===== src/rtl/adc_pkg.sv =====
// rtl/adc_pkg.sv - shared constants, FSM state encoding and channel-search helper
// Contents:
//   ADC_NUM_CH          analog channels on the ADC0808
//   ADC_CLK_DIV_DEFAULT clk cycles per ADC clock (100 MHz -> 50 kHz)
//   state_t / ST_*      scanner FSM state enumeration
//   next_ch()           next set mask bit above ptr, wrapping 7 -> 0
package adc_pkg;

  localparam int ADC_NUM_CH          = 8;
  localparam int ADC_CLK_DIV_DEFAULT = 2000;

  typedef logic [2:0] state_t;
  localparam state_t ST_IDLE    = 3'd0;
  localparam state_t ST_SELECT  = 3'd1;
  localparam state_t ST_LATCH   = 3'd2;
  localparam state_t ST_START   = 3'd3;
  localparam state_t ST_WAIT_LO = 3'd4;
  localparam state_t ST_WAIT_HI = 3'd5;
  localparam state_t ST_READ    = 3'd6;
  localparam state_t ST_CAPTURE = 3'd7;

  // Walks downward so the nearest set bit above ptr wins; offset 8 wraps
  // back to ptr itself, which is what a single-bit mask must return.
  function automatic logic [2:0] next_ch(input logic [2:0] ptr, input logic [7:0] mask);
    logic [2:0] r;
    logic [2:0] idx;
    r = ptr;
    for (int i = ADC_NUM_CH; i >= 1; i--) begin
      idx = ptr + 3'(i);
      if (mask[idx]) r = idx;
    end
    return r;
  endfunction

endpackage


===== src/rtl/adc_clk_div.sv =====
// rtl/adc_clk_div.sv - ADC clock divider with one-clk tick on each adc_clk rise
// Ports:
//   clk, reset_n  system clock, async active-low reset
//   adc_clk       clk / CLK_DIV, 50% duty
//   adc_tick      one-clk pulse coincident with each adc_clk rising edge
module adc_clk_div
  import adc_pkg::*;
#(
  parameter int CLK_DIV = ADC_CLK_DIV_DEFAULT
) (
  input  logic clk,
  input  logic reset_n,
  output logic adc_clk,
  output logic adc_tick
);

  localparam int HALF = CLK_DIV / 2;
  localparam int CW   = (HALF > 1) ? $clog2(HALF) : 1;

  logic [CW-1:0] cnt;
  logic          half_done;

  assign half_done = (cnt == CW'(HALF - 1));

  always_ff @(posedge clk or negedge reset_n) begin
    if (!reset_n) begin
      cnt      <= '0;
      adc_clk  <= 1'b0;
      adc_tick <= 1'b0;
    end else begin
      adc_tick <= 1'b0;
      if (half_done) begin
        cnt      <= '0;
        adc_clk  <= ~adc_clk;
        adc_tick <= ~adc_clk;  // only the low->high toggle produces a tick
      end else begin
        cnt <= cnt + CW'(1);
      end
    end
  end

endmodule


===== src/rtl/adc0808_scanner.sv =====
// rtl/adc0808_scanner.sv - ADC0808 channel scanner with per-channel averaging
// Ports:
//   clk, reset_n           system clock, async active-low reset
//   enable, ch_mask        scan enable and channel selection
//   adc_data, adc_eoc      ADC0808 data bus and end-of-conversion (async)
//   adc_clk                ADC0808 clock
//   adc_ale/start/oe/addr  ADC0808 controls and channel address
//   sample_data/ch/valid   averaged result, its channel, one-clk strobe
//   timeout_err            sticky EOC timeout flag
module adc0808_scanner
  import adc_pkg::*;
#(
  parameter int CLK_DIV     = ADC_CLK_DIV_DEFAULT,
  parameter int AVG_LOG2    = 0,
  parameter int EOC_TIMEOUT = 255
) (
  input  logic       clk,
  input  logic       reset_n,
  input  logic       enable,
  input  logic [7:0] ch_mask,
  input  logic [7:0] adc_data,
  input  logic       adc_eoc,
  output logic       adc_clk,
  output logic       adc_ale,
  output logic       adc_start,
  output logic       adc_oe,
  output logic [2:0] adc_addr,
  output logic [7:0] sample_data,
  output logic [2:0] sample_ch,
  output logic       sample_valid,
  output logic       timeout_err
);

  localparam int             ACC_W      = 8 + AVG_LOG2;
  localparam int             TW         = (EOC_TIMEOUT > 1) ? $clog2(EOC_TIMEOUT + 1) : 1;
  localparam logic [3:0]     LAST_CONV  = 4'((1 << AVG_LOG2) - 1);
  localparam logic [TW-1:0]  TIMER_LAST = TW'(EOC_TIMEOUT - 1);

  logic             adc_tick;
  logic             eoc_meta;
  logic             eoc_sync;
  state_t           state;
  logic [2:0]       scan_ptr;
  logic [ACC_W-1:0] acc;
  logic [ACC_W-1:0] acc_sum;
  logic [3:0]       conv_cnt;
  logic [TW-1:0]    timer;
  logic             timer_expired;

  adc_clk_div #(.CLK_DIV(CLK_DIV)) u_clk_div (
    .clk      (clk),
    .reset_n  (reset_n),
    .adc_clk  (adc_clk),
    .adc_tick (adc_tick)
  );

  // Controls decode straight from state so reset clears them asynchronously.
  assign adc_ale       = (state == ST_LATCH);
  assign adc_start     = (state == ST_START);
  assign adc_oe        = (state == ST_READ) || (state == ST_CAPTURE);
  assign acc_sum       = acc + ACC_W'(adc_data);
  assign timer_expired = (timer == TIMER_LAST);

  always_ff @(posedge clk or negedge reset_n) begin
    if (!reset_n) begin
      eoc_meta     <= 1'b0;
      eoc_sync     <= 1'b0;
      state        <= ST_IDLE;
      scan_ptr     <= 3'd7;
      adc_addr     <= 3'd0;
      acc          <= '0;
      conv_cnt     <= 4'd0;
      timer        <= '0;
      sample_data  <= 8'd0;
      sample_ch    <= 3'd0;
      sample_valid <= 1'b0;
      timeout_err  <= 1'b0;
    end else begin
      eoc_meta     <= adc_eoc;
      eoc_sync     <= eoc_meta;
      sample_valid <= 1'b0;
      if (state == ST_CAPTURE) begin
        // CAPTURE runs one clk after READ's tick, independent of adc_tick.
        if (conv_cnt == LAST_CONV) begin
          sample_data  <= acc_sum[ACC_W-1 -: 8];
          sample_ch    <= scan_ptr;
          sample_valid <= 1'b1;
          acc          <= '0;
          conv_cnt     <= 4'd0;
          state        <= ST_IDLE;
        end else begin
          acc      <= acc_sum;
          conv_cnt <= conv_cnt + 4'd1;
          state    <= ST_LATCH;
        end
      end else if (adc_tick) begin
        case (state)
          ST_IDLE: begin
            if (enable && (ch_mask != 8'd0)) begin
              scan_ptr <= next_ch(scan_ptr, ch_mask);
              adc_addr <= next_ch(scan_ptr, ch_mask);
              state    <= ST_SELECT;
            end
          end
          ST_SELECT: state <= ST_LATCH;
          ST_LATCH:  state <= ST_START;
          ST_START: begin
            timer <= '0;
            state <= ST_WAIT_LO;
          end
          ST_WAIT_LO, ST_WAIT_HI: begin
            if (eoc_sync == (state == ST_WAIT_HI)) begin
              timer <= '0;
              state <= (state == ST_WAIT_LO) ? ST_WAIT_HI : ST_READ;
            end else if (timer_expired) begin
              timeout_err <= 1'b1;
              acc         <= '0;
              conv_cnt    <= 4'd0;
              state       <= ST_IDLE;
            end else begin
              timer <= timer + TW'(1);
            end
          end
          ST_READ: state <= ST_CAPTURE;
          default: state <= ST_IDLE;
        endcase
      end
    end
  end

endmodule


===== config.mk =====
export PLATFORM = sky130hd
export DESIGN_NAME = adc0808_scanner
export DESIGN_NICKNAME = d
export VERILOG_FILES = /design/src/rtl/adc_pkg.sv /design/src/rtl/adc_clk_div.sv /design/src/rtl/adc0808_scanner.sv
export SDC_FILE = /design/constraint.sdc
export NUM_CORES = 1
export LEC_CHECK = 0
export CORE_ASPECT_RATIO = 0.75
export CORE_MARGIN = 2
export CORE_UTILIZATION = 50
export DETAILED_ROUTE_END_ITERATION = 7
export DONT_BUFFER_PORTS = 1
export PLACE_DENSITY = 0.8
export SLEW_MARGIN = 30
export SYNTH_ARGS = -nofsm -noshare
export SYNTH_HDL_FRONTEND = slang
export SYNTH_HIERARCHICAL = 1
export SYNTH_SLANG_ARGS = --single-unit

===== constraint.sdc =====
create_clock -name clk -period 2.88 [get_ports clk]
set_clock_uncertainty 0.1 [all_clocks]
set_input_delay 0.576 -clock clk [delete_from_list [all_inputs] [get_ports clk]]
set_output_delay 0.576 -clock clk [all_outputs]
set_load 0.01 [all_outputs]

# After elaboration in Yosys (flattened, before gate mapping)
# Index checks and enable logic that the tools add are counted.
op_classes:
  n_bitwise: 3
  reduce_logical: 16
  mux: 48
  eq_ne: 14
  addsub: 11
  order_cmp: 7
ops:
  columns: ["cell", "count"]
  rows:
  - ["$mux 8", 8]
  - ["$mux 3", 12]
  - ["$lt 3x4->1 const B", 7]
  - ["$mux 4", 6]
  - ["$bmux 1 s3", 7]
  - ["$pmux 3 s6", 1]
  - ["$pmux 8 s2", 1]
  - ["$add 3x3->3 const B", 4]
  - ["$eq 3x3->1 const B", 4]
  - ["$reduce_and 4->1", 3]
  - ["$add 10x1->10 const B", 1]
  - ["$eq 10x10->1 const B", 1]
  - ["$mux 1", 10]
  - ["$mux 10", 1]
  - ["$add 8x1->8 const B", 1]
  - ["$add 8x8->8", 1]
  - ["$eq 8x8->1 const B", 1]
  - ["$reduce_bool 2->1", 4]
  - ["$reduce_bool 8->1", 1]
  - ["$add 3x2->3 const B", 2]
  - ["$eq 3x2->1 const B", 2]
  - ["$ne 3x3->1 const B", 2]
  - ["$reduce_and 5->1", 1]
  - ["$add 4x1->4 const B", 1]
  - ["other kinds (14)", 17]
totals:
  register_bits: 56
  input_bits: 20
  out_inout_bits: 20
  elab_cells: 114

# Logic depth before layout (Yosys ltp)
depth:
  word_depth: 10
  ltp_mapped: 11

# Modules after synthesis
# The synthesis kept the hierarchy.
by_module_without_submodules:
  columns: ["mod", "area_each_um2", "n_inst", "cells_each"]
  rows:
  - ["adc0808_scanner", 2872.8, 1, 289]
  - ["adc_clk_div", 608.1, 1, 56]

# Worst setup path before layout
# OpenSTA, ideal clock, no wires.
synth_timing:
  kind: "register to register"
  startpoint: "reg scan_ptr[0]"
  endpoint: "reg adc_addr[1]"
  slack_ns: 0.002
  path_stages_with_launch: 11
  setup_ns: 0.130
  synth_period_minus_slack_ns: 2.878
  t_arrival_ns: 2.649
  path_buffers: 3
  t_required_ns: 2.650
  path_cell_list: "dfstp_2 -> buf_6 -> buf_12 -> inv_1 -> ha_1 -> clkbuf_1 -> mux4_1 -> mux2_2 -> a311o_2 -> a31oi_1 -> a21oi_1"
synth_between:
  elab_chain_cells: 10
synth_lines:
  columns: ["item", "line_no", "text"]
  rows:
  - ["start, declared", "adc0808_scanner.sv:43", "logic [2:0] scan_ptr;"]
  - ["start signal, assigned", "adc0808_scanner.sv:100", "scan_ptr <= next_ch(scan_ptr, ch_mask);"]
  - ["$add 3x3->3", "adc_pkg.sv:29", "idx = ptr + 3'(i);"]
  - ["$bmux 1 s3", "adc_pkg.sv:30", "if (mask[idx]) r = idx;"]
  - ["$mux 1 (not written as such)", "adc_pkg.sv:30", null]
  - ["$mux 3 (3 in series)", null, null]
  - ["$mux 3 (2 in series)", "adc_pkg.sv:30", null]
  - ["$mux 3", null, null]
  - ["$mux 3 *", null, null]
  - ["end signal, assigned", "adc0808_scanner.sv:101", "adc_addr <= next_ch(scan_ptr, ch_mask);"]
  - ["end, declared", "adc0808_scanner.sv:27", "output logic [2:0] adc_addr,"]
# Every way passes the cells marked *; elsewhere a longest branch is shown, timed or not. The select of a mux whose other input is x is not followed.
# A chain may end at the register's enable or synchronous reset.

# Final worst setup path
# Ends and elaborated chain as after synthesis.

==> results.md <==
- Worst Path Arrival: 2.80 ns
- Pwr Density: 410 nW/um2
- Most used flip-flop cell after synthesis: dfrtp_1
- Post-CTS setup buffer count: 0
- Transition time of the tightest slew-check pin: 0.546 ns
- Layout area overhead: 5.75%
- Final worst path period share: 0.935
- Clk pwr share: 0.317
- Hold Path Class: in2async
- Outcome: completed
- Final Hold Vio Count: 0
- TNS Setup: 0 ns
- Clock H-tree levels: 2
- Max-cap violation count: 0
- Cts bufs inserted: 5
- Die height: 76.3 um
- Cells after Synth: 345
- Clk sink count: 56
- Placer's final routability congestion estimate: 0.896
- Switching pwr: 0.000427 W
- Nets: 380
- Sequential-to-total area share from yosys stat: 0.404
- Diodes inserted: 0
- Post-synth EDFFs: 0
- Antenna Violating Nets Remaining: 0
- R2r worst-path depth: 8
- Routed WL: 6.80 mm
- Mapped Area: 3480 um2
- Internal cell power: 0.00108 W
- Combinational cell fraction of total power: 0.147
- Setup violators final: 0
- Crit Path Class: reg2reg
- RSZ-0062 raised after global routing: false
- DR pass1 iterations: 4
- Die width: 100 um
- Peak Freq: 0.371 GHz
- Syn_area_per_cell: 10.1 um2
- Commonest non-fill, non-tap cell in the layout: dfrtp_1
- FF-to-FF End: adc_addr[1]$_DFFE_PN0P_
- Setup slack, reg-to-reg: 0.19 ns
- Crit Path Max Fanout: 9
- First-pass GRT wire length: 11.7 mm
- Fin. max-slew vios: 0
- Switch share: 0.283
- Vias in the first global route: 2419
- Drt drc: 0
- Final min period: 2.69 ns
- TritonCTS clock tree: yes
- Hold WS: 0.00483 ns
- Starting density of the core: 0.514
- Leak: 1.67 nW
- Post-synth ARST share: 1.00
- FP Rows: 26
- Post-DP HPWL: 4.94 mm
- Clk_lat worst skew: 0.33 ns
- Commonest non-fill, non-tap cells in the layout: dfrtp_1 (53), nand2_1 (34), nor2_1 (23), o21ai_0 (15), xnor2_1 (15)
- Layout cells sized above 1: 0.121
- Root Driver: clkbuf_8
- Worst-path clk slew: 0.11 ns
- I/O pin cnt: 40
- Number of port buffers: 0
- Max_slew headroom: 0.636
- Yosys cell types: 61
- Vias per cell: 6.03
- CP endpoint kind: register
- Largest net degree at the start of global routing: 57
- Mapped Nets: 380
- GRT Total Usage: 0.189
- GRT overflow: 0
- Initial antenna violation count: 0
- Iter 0 DRT Violations: 167
- Vias: 2595
- Flops & latches, synth: 56
- Routed WL per cell: 15.8 um
- Worst Path Required: 2.99 ns
- Die Area: 7650 um2
- CTS Buffer Depth: 2
- RR Startpoint: scan_ptr[0]$_DFFE_PN1P_
- Setup crit start kind: register
- Peak supply drop: 0.000263 V
- Worst Setup SP: scan_ptr[0]$_DFFE_PN1P_
- Sequential Power Share: 0.536
- CORE AREA: 6770 um2
- Yosys synthesis warning count: 6
[registers in the layout, indices dropped and copies added, names as in the netlist, 3 cells and up]
register	count
acc	8
adc_addr	3
conv_cnt	4
sample_ch	3
sample_data	8
scan_ptr	3
state	3
timer	8
u_clk_div/cnt	10
[worst max-delay path by stage]
stage / end / slack, ns
2_1_floorplan: adc_addr[1]$_DFFE_PN0P_ / 0.002
3_3_place_gp: adc_addr[1]$_DFFE_PN0P_ / 0.26
3_5_place_dp: adc_addr[1]$_DFFE_PN0P_ / 0.15
4_1_cts: adc_addr[1]$_DFFE_PN0P_ / 0.13
5_1_grt: scan_ptr[0]$_DFFE_PN1P_ / 0.07
6_report: adc_addr[1]$_DFFE_PN0P_ / 0.19
[kinds of logic (layout without fill, tap and decap cells)]
family,after synthesis,in the layout,share of synthesized area
DFF,56,56,0.404
xor gates and xnor gates,25,25,0.0629
adders and majority gates,15,15,0.0561
muxes,26,26,0.110
and+or+nand+nor,120,120,0.180
AOI/OAI and AO/OA,75,75,0.150
buffers and inverters,28,29,0.0374
[cell type report]
class,count,area [um2]
Clock buffer,5,68.8
Clock inverter,3,28.8
Fill cell,589,3090
Inverter,14,52.6
Multi-Input combinational cell,261,1950
Sequential cell,56,1410
Tap cell,84,105
Timing Repair Buffer,7,72.6
[synth_stat cells, types with 2 or more instances]
library cell   n  area share
mux4_2         2       0.013
and3b_1        3      0.0075
or4_1          3      0.0065
xor2_1        10       0.025
a31oi_1        5      0.0090
a21o_1         2      0.0043
o31ai_1        2      0.0043
o21bai_1       2      0.0043
or3_1          4      0.0072
and3_1         6       0.011
o22ai_1        5      0.0090
or2_2          2      0.0036
dfrtp_1       53        0.38
nor2b_1        5      0.0090
nor4_1         2      0.0036
mux4_1         4       0.030
ha_1          14       0.050
dfstp_2        3       0.023
o21ai_0       15       0.022
nand4_1        7       0.013
clkbuf_1      11       0.012
inv_1         13       0.014
nand2b_1       9       0.016
o211ai_1       5       0.011
a21oi_1       11       0.016
a22o_1        12       0.030
nand3_1       11       0.016
nand2_1       34       0.037
mux2_2        11       0.036
nor3_1         5      0.0072
mux2i_1        7       0.020
nor2_1        23       0.025
nor3b_1        2      0.0043
xnor2_1       15       0.038
[critical path: stages, from the launching register on]
cell     delay, ns
dfstp_2       0.54
inv_1         0.09
ha_2          0.43
mux4_1        0.41
mux2i_4       0.26
mux2i_1       0.10
or3_1         0.37
a31oi_1       0.21
a21oi_1       0.07
[metal layers]
| layer | global-route usage | share of wire | vias to the layer above |
|---|---|---|---|
| li1 | - | - | 1256 |
| met1 | 0.300 | 0.49 | 1248 |
| met2 | 0.250 | 0.43 | 81 |
| met3 | 0.0523 | 0.066 | 10 |
| met4 | 0.0562 | 0.015 | 0 |
| met5 | 0 | 0 | - |
[power groups by stage]
| stage | combinational, W | sequential [W] | clock, W |
|---|---|---|---|
| CTS | 0.000220 | 0.000808 | 0.000487 |
| floorplan | 0.000171 | 0.000818 | 0 |
| finish | 0.000222 | 0.000808 | 0.000478 |
| global placement | 0.000194 | 0.000823 | 0 |
| detailed placement | 0.000198 | 0.000823 | 0 |
| global route | 0.000245 | 0.000810 | 0.000522 |
[repair_timing]
| action | in CTS | in global routing |
|---|---|---|
| hold buffers | 1 | 0 |
| resized for setup | 0 | 1 |
| setup endpoints to repair | 0 | 2 |
| hold endpoints to repair | 56 | 0 |
[stage by stage]
| stage | worst slack, ns | area [um2] | utilization | instances | total power (W) |
|---|---|---|---|---|---|
| 3_5_place_dp | 0.150 | 3550 | 0.525 | 421 | 0.00102 |
| 4_1_cts | 0.134 | 3680 | 0.544 | 430 | 0.00151 |
| 2_1_floorplan | 0.00156 | 3480 | - | 345 | 0.000989 |
| 6_report | 0.187 | 3680 | 0.544 | 430 | 0.00151 |
| 5_1_grt | 0.0745 | 3680 | 0.544 | 430 | 0.00158 |
| 3_3_place_gp | 0.263 | 3550 | 0.525 | 421 | 0.00102 |
(Power assumes the default switching activity.)
